$ cat src/rtl/riscv_pkg.sv
// Shared RV32I core definitions: widths, the canonical NOP, major opcodes
// and the fetch-buffer entry that pairs an instruction with its PC.
package riscv_pkg;

  localparam int unsigned XLEN = 32;
  localparam int unsigned ILEN = 32;

  // addi x0, x0, 0
  localparam logic [ILEN-1:0] NOP_INSTR = 32'h0000_0013;

  localparam logic [6:0] OPC_LUI    = 7'b0110111;
  localparam logic [6:0] OPC_AUIPC  = 7'b0010111;
  localparam logic [6:0] OPC_JAL    = 7'b1101111;
  localparam logic [6:0] OPC_JALR   = 7'b1100111;
  localparam logic [6:0] OPC_BRANCH = 7'b1100011;
  localparam logic [6:0] OPC_LOAD   = 7'b0000011;
  localparam logic [6:0] OPC_STORE  = 7'b0100011;
  localparam logic [6:0] OPC_OP_IMM = 7'b0010011;
  localparam logic [6:0] OPC_OP     = 7'b0110011;

  typedef struct packed {
    logic [XLEN-1:0] pc;
    logic [ILEN-1:0] instr;
  } fetch_entry_t;

endpackage

$ cat src/rtl/fetch_fifo.sv
// Small synchronous FIFO of fetch entries with flush; push and pop may
// coincide on a full FIFO, and a pop on an empty FIFO is ignored.
module fetch_fifo
  import riscv_pkg::*;
#(
  parameter int unsigned DEPTH = 2
) (
  input  logic                     clk,
  input  logic                     rst,
  input  logic                     flush,
  input  logic                     push,
  input  fetch_entry_t             push_data,
  input  logic                     pop,
  output fetch_entry_t             head,
  output logic [$clog2(DEPTH):0]   count
);

  localparam int unsigned PW = $clog2(DEPTH);

  fetch_entry_t mem [DEPTH];
  logic [PW-1:0] wr_ptr;
  logic [PW-1:0] rd_ptr;
  logic          empty;
  logic          full;
  logic          do_push;
  logic          do_pop;

  assign empty   = (count == '0);
  assign full    = (count == (PW+1)'(DEPTH));
  assign do_pop  = pop && !empty;
  assign do_push = push && (!full || do_pop);
  assign head    = mem[rd_ptr];

  always_ff @(posedge clk) begin
    if (!rst || flush) begin
      wr_ptr <= '0;
      rd_ptr <= '0;
      count  <= '0;
    end else begin
      if (do_push) wr_ptr <= wr_ptr + PW'(1);
      if (do_pop)  rd_ptr <= rd_ptr + PW'(1);
      case ({do_push, do_pop})
        2'b10:   count <= count + (PW+1)'(1);
        2'b01:   count <= count - (PW+1)'(1);
        default: count <= count;
      endcase
    end
  end

  // Storage needs no reset: only slots behind a valid count are ever observed.
  always_ff @(posedge clk) begin
    if (rst && !flush && do_push) mem[wr_ptr] <= push_data;
  end

endmodule

$ cat src/rtl/instr_fetch_unit.sv
// IF stage: owns the PC, issues word fetches to synchronous IMEM under a
// credit limit, buffers tagged responses and handles EX redirects via an epoch bit.
module instr_fetch_unit #(
  parameter int unsigned     XLEN       = 32,
  parameter int unsigned     IMEM_DEPTH = 64,
  parameter logic [XLEN-1:0] RESET_PC   = '0,
  parameter int unsigned     FIFO_DEPTH = 2
) (
  input  logic                          clk,
  input  logic                          rst,
  output logic                          imem_en,
  output logic [$clog2(IMEM_DEPTH)-1:0] imem_addr,
  input  logic [31:0]                   imem_rdata,
  input  logic                          redirect_valid,
  input  logic [XLEN-1:0]               redirect_pc,
  output logic                          out_valid,
  input  logic                          out_ready,
  output logic [31:0]                   out_instr,
  output logic [XLEN-1:0]               out_pc
);

  import riscv_pkg::*;

  localparam int unsigned AW = $clog2(IMEM_DEPTH);
  localparam int unsigned CW = $clog2(FIFO_DEPTH) + 1;

  logic [XLEN-1:0] pc;
  logic [XLEN-1:0] inflight_pc;
  logic            inflight_valid;
  logic            inflight_epoch;
  logic            epoch;
  logic [CW-1:0]   count;
  logic [CW:0]     credit_sum;
  logic            pop;
  logic            push;
  logic            issue;
  fetch_entry_t    push_data;
  fetch_entry_t    head;
  logic            unused_low_bits;

  assign unused_low_bits = ^redirect_pc[1:0];

  // A stale in-flight fetch still holds a credit until its response lands.
  assign pop        = out_valid && out_ready;
  assign credit_sum = {1'b0, count} + (CW+1)'(inflight_valid) - (CW+1)'(pop);
  assign issue      = rst && (credit_sum < (CW+1)'(FIFO_DEPTH));

  assign imem_en   = issue;
  assign imem_addr = pc[AW+1:2];

  assign push      = inflight_valid && (inflight_epoch == epoch) && !redirect_valid;
  assign push_data = '{pc: inflight_pc, instr: imem_rdata};

  always_ff @(posedge clk) begin
    if (!rst) begin
      pc             <= RESET_PC;
      inflight_valid <= 1'b0;
      inflight_epoch <= 1'b0;
      inflight_pc    <= '0;
      epoch          <= 1'b0;
    end else begin
      inflight_valid <= issue;
      inflight_pc    <= pc;
      inflight_epoch <= epoch;
      if (redirect_valid) begin
        pc    <= {redirect_pc[XLEN-1:2], 2'b00};
        epoch <= ~epoch;
      end else if (issue) begin
        pc <= pc + XLEN'(4);
      end
    end
  end

  fetch_fifo #(
    .DEPTH (FIFO_DEPTH)
  ) u_fifo (
    .clk       (clk),
    .rst       (rst),
    .flush     (redirect_valid),
    .push      (push),
    .push_data (push_data),
    .pop       (pop),
    .head      (head),
    .count     (count)
  );

  assign out_valid = (count != '0);
  assign out_instr = out_valid ? head.instr : NOP_INSTR;
  assign out_pc    = out_valid ? head.pc : '0;

endmodule

$ cat config.mk
export PLATFORM = sky130hd
export DESIGN_NAME = instr_fetch_unit
export DESIGN_NICKNAME = d
export VERILOG_FILES = /design/src/rtl/riscv_pkg.sv /design/src/rtl/fetch_fifo.sv /design/src/rtl/instr_fetch_unit.sv
export SDC_FILE = /design/constraint.sdc
export NUM_CORES = 1
export LEC_CHECK = 0
export CORE_UTILIZATION = 46
export DETAILED_ROUTE_END_ITERATION = 8
export PLACE_DENSITY = 0.71
export SETUP_SLACK_MARGIN = 0.5
export SLEW_MARGIN = 20
export SYNTH_ARGS = -nofsm -noshare
export SYNTH_HDL_FRONTEND = slang
export SYNTH_HIERARCHICAL = 1
export SYNTH_SLANG_ARGS = --single-unit
$ cat constraint.sdc
create_clock -name clk -period 14.6 [get_ports clk]
set_input_delay 1.46 -clock clk [delete_from_list [all_inputs] [get_ports clk]]
set_output_delay 1.46 -clock clk [all_outputs]
set_load 0.05 [all_outputs]
# Yosys cells after proc, flatten, opt, wreduce, memory -nomap -nowiden
# Memory sizes are Yosys's and may differ from the RTL's. A register that Yosys moved wholly into a read port is not among the register bits.
# Cells that the tools add are included.
# totals
reg_bits	71
latch_bits	0
ram_bits	128
romBits	0
inputBits	68
wordCells	52
mem_count	1
# memory_table
memory	depth	width	read_ports	rd_ports_with_merged_regs	write_ports	line	source
u_fifo.mem	2	64	1	1	1	fetch_fifo.sv:20	fetch_entry_t mem [DEPTH];
# classes
addsub	7
mul	0
div	0
magnitude_cmp	1
eq_ne	4
shift	0
mux	9
bitwise_logic	2
reduce_logical	19
# ops
op	count
$mux 32	4
$add 32x3->32 const B	1
$logic_and 1x1->1	8
$reduce_bool 2->1	3
$eq 2x2->1 const B	2
$logic_not 1->1	4
$mux 1	4
$pmux 2 s2	1
$add 2x1->3	1
$lt 3x2->1 const B	1
$sub 3x1->3	1
$add 1x1->1 const B	2
$add 2x1->2 const B	1
$eq 2x1->1 const B	1
$logic_not 2->1	1
$logic_or 1x1->1	2
$not 1->1	2
$reduce_or 2->1	1
$sub 2x1->2 const B	1
$eq 1x1->1	1

# Logic depth before layout (Yosys ltp)
# Gate-level depths: netlist of run 1.
# logic_depth
word_depth	8
mapped_depth	12

# Hierarchy
# The synthesis of run 1 kept the hierarchy.
# by_module_without_submodules
mod	n_inst	cells_each	area_each_um2
fetch_fifo	1	227	4855.9
instr_fetch_unit	1	358	3173.0

# Least setup slack after synthesis of run 1
# No wires, ideal clock.
# synth_path
path_type	in2reg
from	input port redirect_valid
to	memory u_fifo/mem[1][0] (netlist name) (enable)
arrival_ns	8.790
t_required_ns	13.933
slack_ns	5.143
path_stages	5
n_path_buf	1
cell_sequence	inv_1 clkbuf_1 and3_1 inv_1 nor4b_1
# synth_between
elab_chain_len	6
elab_cells_between_ends	7
cone_classes	mux: 2; reduce/logical: 5
# synth_rtl
element	line	source
start: declaration	instr_fetch_unit.sv:14	input logic redirect_valid,
$logic_not 1->1	instr_fetch_unit.sv:51	assign push = inflight_valid && (inflight_epoch == epoch) && !redirect_valid;
$logic_and 1x1->1	instr_fetch_unit.sv:51	
net push	instr_fetch_unit.sv:35	logic push;
$logic_and 1x1->1	fetch_fifo.sv:31	assign do_push = push && (!full || do_pop);
$logic_and 1x1->1	fetch_fifo.sv:52	if (rst && !flush && do_push) mem[wr_ptr] <= push_data;
$mux 1	fetch_fifo.sv:52	
$mux 1 (not written as such)	fetch_fifo.sv:52	
end: declaration	fetch_fifo.sv:20	
# The timed path passes the listed nets, and every way through them passes these cells.

# Worst setup path after layout of run 1
# layout_path
from	input port out_ready
to	output port imem_en
# layout_between
elab_chain_len	4
# layout_rtl
element	line	source
start: declaration	instr_fetch_unit.sv:17	input logic out_ready,
$logic_and 1x1->1	instr_fetch_unit.sv:44	assign pop = out_valid && out_ready;
net pop	instr_fetch_unit.sv:34	logic pop;
$sub 3x1->3	instr_fetch_unit.sv:45	assign credit_sum = {1'b0, count} + (CW+1)'(inflight_valid) - (CW+1)'(pop);
$lt 3x2->1	instr_fetch_unit.sv:46	assign issue = rst && (credit_sum < (CW+1)'(FIFO_DEPTH));
$logic_and 1x1->1	instr_fetch_unit.sv:46	
end: declaration	instr_fetch_unit.sv:11	output logic imem_en,
# The timed path passes the listed nets, and every way through them passes these cells.

==> results of run 1 <==
power by group:
| group | switching (mW) | internal, mW | total (mW) | leakage, nW |
|---|---|---|---|---|
| registers | 0.0114 | 0.604 | 0.616 | 1.73 |
| clock network | 0.219 | 0.228 | 0.447 | 0.279 |
| logic | 0.0489 | 0.0422 | 0.0911 | 1.51 |
synthesized netlist by cell type (all sizes together), types with 11 or more instances:
library cell / instances / share of area [%]
edfxtp: 128 / 48
and2: 100 / 7.8
dfxtp: 68 / 17
mux2: 65 / 9.1
o21ai: 26 / 1.6
clkbuf: 20 / 0.93
a21oi: 19 / 1.2
xor2: 16 / 1.7
buf: 15 / 1.4
nand2: 15 / 0.70
nand2b: 11 / 0.86
xnor2: 11 / 1.2
area by class of cell:
cell class                      count  area [µm²]
Fill cell                        1311        6690
Sequential cell                   196        5210
Multi-Input combinational cell    351        2640
Timing Repair Buffer              143        1420
Clock buffer                       18         429
Tap cell                          220         275
Clock inverter                     14         141
Inverter                            6        22.5
state kept, by name, summed over array words and instances (netlist names), named ones only:
register	flops
u_fifo/wr_ptr	1
u_fifo/count	2
inflight_epoch	1
epoch	1
pc	30
inflight_pc	30
u_fifo/mem	128
u_fifo/rd_ptr	1
inflight_valid	1
routing by layer:
layer	wire, µm	global-route usage [%]	share of wire (%)
met5	0	0	0
met2	7300	29.3	48
met4	194	6.24	1.3
met3	786	3.93	5.2
met1	6920	22.7	46
worst max-delay path by stage:
stage	start	to	slack [ns]	cells past startpoint
after floorplan	redirect_valid	u_fifo/mem[1][0]	5.14	5
after global placement	out_ready	imem_en	8.67	8
after detailed placement	out_ready	imem_en	8.66	8
after CTS	u_fifo/count[1]	imem_en	8.42	8
after global routing	out_ready	imem_en	8.44	8
final	out_ready	imem_en	8.58	8
logic make-up (layout without fill, tap and decap cells):
logic type                 after synthesis  count (layout)  share of synthesized area [%]
AOI/OAI and AO/OA                       65              65                           4.91
xor gates and xnor gates                27              27                           2.95
adders and majority gates                3               3                          0.561
buffers and inverters                   41             181                           2.63
DFF                                    196             196                           64.8
muxes                                   68              68                           9.49
other                                    1               4                         0.0467
and+or+nand+nor                        184             184                           14.6
layout by cell type (no fill, tap or decap), types with 5 or more instances in the layout:
cell,synthesis,layout
and3_1,6,6
xnor2_1,11,11
inv_1,6,6
clkbuf_16,0,17
mux2_2,64,64
dfxtp_1,68,67
inv_8,0,6
nand3_1,6,6
a21oi_1,19,19
nor2_1,6,6
nand2_1,15,15
clkdlybuf4s50_1,0,137
and2_1,99,99
nand4_1,7,7
o211a_1,6,6
xor2_1,16,16
o21ai_0,26,26
nand2b_1,11,11
buf_4,13,6
nor4_1,6,5
edfxtp_1,128,128
through the flow:
step / utilization [%] / worst slack (ns) / area [µm²] / cells
2_1_floorplan: - / 5.14 / 8040 / 588
3_3_place_gp: 56.8 / 8.67 / 9560 / 916
3_5_place_dp: 56.8 / 8.66 / 9560 / 916
4_1_cts: 60.2 / 8.42 / 10100 / 948
5_1_grt: 60.2 / 8.44 / 10100 / 948
6_report: 60.2 / 8.58 / 10100 / 948
==> impl_metrics.toml, run 1 <==
[timing]
setup_tns_ns = 0
tightest_slew_ns = 0.903
final_max_slew_viol_count = 0
rsz0062_at_grt = "false"
post-route-min-period_ns = 6.02
fin_hold_ws_ns = 0.429
setup_viol = 0
skew_ns = 0.00962
clock.fmax_mhz = 166
period_share_pct = 41.3
max-slew-margin-rel_pct = 39.8
hold_violations = 0

[pwr]
leakagePower_nw = 3.52
vdd_drop_max_mv = 0.0839
powerDensity_nw_per_um2 = 114
totalPowerFinal_mw = 1.15

[synthesis]
synth_warnings = 6
avgSynthCellArea_um2 = 13.7
synth-edff-count = 128
synth_area_um2 = 8030
syn_inst = 585
yosysUniqueCellTypes = 52
yosysSeqAreaShare_pct = 64.8
synthFlopType = "edfxtp_1"
synth_seq_cells = 196
synth_async_sr_flop_share_pct = 0

[floorplan]
die_x_um = 134
num_rows = 47
ioPinCount = 140
die_area_um2 = 18000
start_util_pct = 47.7
die_h_um = 134
coreArea_um2 = 16800

[critical_path]
slowest_delay_ns = 0.86
critPathLaunchType = "input pin"
arrival_ns = 4.56
cp_slowest_cell = "clkdlybuf4s50_1"
cpLargestDelayFamily = "buffers and inverters"
worstReg2RegEnd = "pc[26]"
cp.required_ns = 13.14
path_class = "input pin to output pin"
reg2reg_depth = 10
critical_path_peak_fanout = 6
endpoint_kind = "output pin"
crit_chain = "clkdlybuf4s50_1 -> and2_1 -> ha_1 -> nand2b_1 -> fa_1 -> xnor2_1 -> and2_1 -> clkdlybuf4s50_1"
path_buf_inv = 2
regToRegSetupSlack_ns = 10.46
reg2reg_from = "u_fifo/count[1]"

[clocking]
cts_setup_buffers = 0
cts_buffers = 17
htreeDepth = 4
cts_resized = 0
insertion_delay_ns = 0.43
clkTransAtPathRegs_ns = 0.07
cts_hold_buffers = 0
clk_path_buf_depth = 2
cts_root_buf = "clkbuf_16"
cts_tree = "done"
cts_sinks = 196

[grt]
grt_pass1_wl_um = 24600
grt_max_degree = 67
overflow = 0
antenna_found_initial = 0
grt_pass1_vias = 4971
track_usage_pct = 17.6

[detailed_routing]
drt-total-wl_um = 15200
drt.antenna.violating_nets = 0
drt_iter0_drc = 245
route.vias.total = 4816
post_drt_wl_per_cell_um = 16.0
drtPass1Iterations = 4
via_per_inst = 5.08
drc = 0

[job]
maxCapViolations = 0

[hold_path]
hold_depth = 0
worstHoldPathType = "flip-flop to flip-flop"
worstHoldStart = "inflight_pc[22]"
hold_end = "u_fifo/mem[1][54]"

[layout]
finalNetCount = 786
layout-drive-gt1-share_pct = 16.3
antenna_cells = 0
area_growth_pct = 26.2

[placed_design]
place_hpwl_um = 9520
port_buffers = 137
place_congestion = 0.805

[run_status]
status = "completed"
No activity file was read; power rests on OpenSTA's default activity.
==> inputs of run 2 (changes only) <==
==> constraint.sdc (replaced) <==
create_clock -name clk -period 5.94 [get_ports clk]
set_input_delay 0.594 -clock clk [delete_from_list [all_inputs] [get_ports clk]]
set_output_delay 0.594 -clock clk [all_outputs]
set_load 0.05 [all_outputs]
==> run 2 against run 1 <==
Sequential share of layout area rose by 0.057 points; sequential power rose by 150%; wire length fell by 4.5%; first-iteration DRC count fell by 11%; via count fell by 0.54%; die area did not move; critical path depth did not move; total power rose by 140%; clock skew fell by 0.0025 ns; worst setup slack got worse by 7.0 ns; core utilization fell by 0.067 points; critical endpoint unchanged.
==> impl_metrics.toml, run 2 (same netlist as run 1, synthesis figures left out) <==
[run_status]
status = "completed"

[clocking]
clk_path_buf_depth = 2
insertion_delay_ns = 0.43
cts_buffers = 17
cts_tree = "done"
cts_sinks = 196
cts_root_buf = "clkbuf_16"
clkTransAtPathRegs_ns = 0.07
cts_setup_buffers = 0
cts_hold_buffers = 0
htreeDepth = 4
cts_resized = 0

[pwr]
leakagePower_nw = 3.51
vdd_drop_max_mv = 0.207
powerDensity_nw_per_um2 = 277
totalPowerFinal_mw = 2.80

[hold_path]
worstHoldStart = "inflight_pc[10]"
hold_depth = 0
hold_end = "u_fifo/mem[1][42]"
worstHoldPathType = "flip-flop to flip-flop"

[layout]
area_growth_pct = 26.1
fin_area_um2 = 10100
layout-drive-gt1-share_pct = 16.4
regMostFlops = "u_fifo/mem"
finalNetCount = 785
final_common_cell = "clkdlybuf4s50_1"
antenna_cells = 0
reg_top3 = "u_fifo/mem (128), inflight_pc (30), pc (30)"
fill_cells = 1326
largest_reg_flops = 128
final_cell_mix = "clkdlybuf4s50_1, edfxtp_1, and2_1"

[critical_path]
reg2reg_depth = 10
path_class = "flip-flop to output pin"
crit_start = "u_fifo/count[1]"
crit_chain = "or2_2 -> and2_1 -> ha_1 -> nand2b_1 -> fa_1 -> xnor2_1 -> and2_1 -> clkdlybuf4s50_1"
cpLargestDelayFamily = "simple AND/OR/NAND/NOR gates"
regToRegSetupSlack_ns = 2.34
endpoint_kind = "output pin"
worst_path_most_repeated_cell = "and2_1"
worstReg2RegEnd = "pc[26]"
slowest_delay_ns = 0.85
critPathLaunchType = "flip-flop"
reg2reg_from = "u_fifo/count[1]"
critical_path_peak_fanout = 11
cp_slowest_cell = "clkdlybuf4s50_1"
path_depth = 8
path_buf_inv = 1
arrival_ns = 3.78
cp.required_ns = 5.35

[grt]
grt_pass1_wl_um = 23800
overflow = 0
grt_max_degree = 66
antenna_found_initial = 0
grt_pass1_vias = 4829
track_usage_pct = 17.0

[floorplan]
coreArea_um2 = 16800
start_util_pct = 47.7
num_rows = 47
die_h_um = 134
die_area_um2 = 18000
die_x_um = 134
ioPinCount = 140

[timing]
final_max_slew_viol_count = 0
post-route-min-period_ns = 4.38
tightest_slew_ns = 0.900
period_share_pct = 73.7
skew_ns = 0.00713
setup_viol = 0
fin_hold_ws_ns = 0.430
worst_slack_ns = 1.56
setup_tns_ns = 0
rsz0062_at_grt = "false"
hold_violations = 0
max-slew-margin-rel_pct = 40.0
clock.fmax_mhz = 228

[detailed_routing]
route.vias.total = 4790
drt.antenna.violating_nets = 0
drt-total-wl_um = 14500
via_per_inst = 5.06
post_drt_wl_per_cell_um = 15.3
drc = 0
drt_iter0_drc = 219
drtPass1Iterations = 4

[placed_design]
place_ws_ns = 1.68
place_area_um2 = 9570
port_buffers = 137
place_hpwl_um = 9140
place_congestion = 0.804

[job]
maxCapViolations = 0
==> run 2: worst register-to-register path, delay by kind of cell (launching register included) <==
| family | cells | cell delay, ns |
|---|---|---|
| compound gates | 1 | 0.24 |
| flops | 1 | 0.43 |
| simple gates | 5 | 1.45 |
| fa+ha+maj | 2 | 0.70 |
| xor+xnor | 1 | 0.34 |
| mux | 1 | 0.37 |
==> run 2: through the flow <==
step / cells / util [%]
after CTS: 947 / 60.2
after global routing: 947 / 60.2
after floorplan: 588 / -
after detailed placement: 915 / 56.9
final: 947 / 60.2
after global placement: 915 / 56.9
==> run 2: power by group <==
part	leakage, nW	internal (mW)	switching, mW
Sequential	1.73	1.49	0.0277
Clock	0.274	0.559	0.506
Combinational	1.51	0.103	0.120
Total	3.51	2.15	0.654
==> run 2: worst max-delay path by stage <==
stage | to | slack, ns
2_1_floorplan | u_fifo/mem[1][0] | 0.56
3_3_place_gp | imem_en | 1.69
3_5_place_dp | imem_en | 1.68
4_1_cts | imem_en | 1.56
5_1_grt | imem_en | 1.30
6_report | imem_en | 1.56
==> run 2: routing by layer <==
metal | track usage [%] | share of wire (%) | vias up
met4 | 6.30 | 1.1 | 0
met5 | 0 | 0 | -
met2 | 27.8 | 48 | 130
met1 | 22.3 | 46 | 2289
li1 | - | - | 2358
met3 | 3.63 | 5.0 | 13
==> run 2: area by class of cell <==
class,instances,area (µm²),share of cell area [%]
clock buffers,18,439,4.34
multi-input cells,351,2650,26.2
repair buffers,142,1400,13.9
inverters,6,22.5,0.223
flip-flops and latches,196,5210,51.5
well taps,220,275,2.72
clock inverters,14,118,1.16
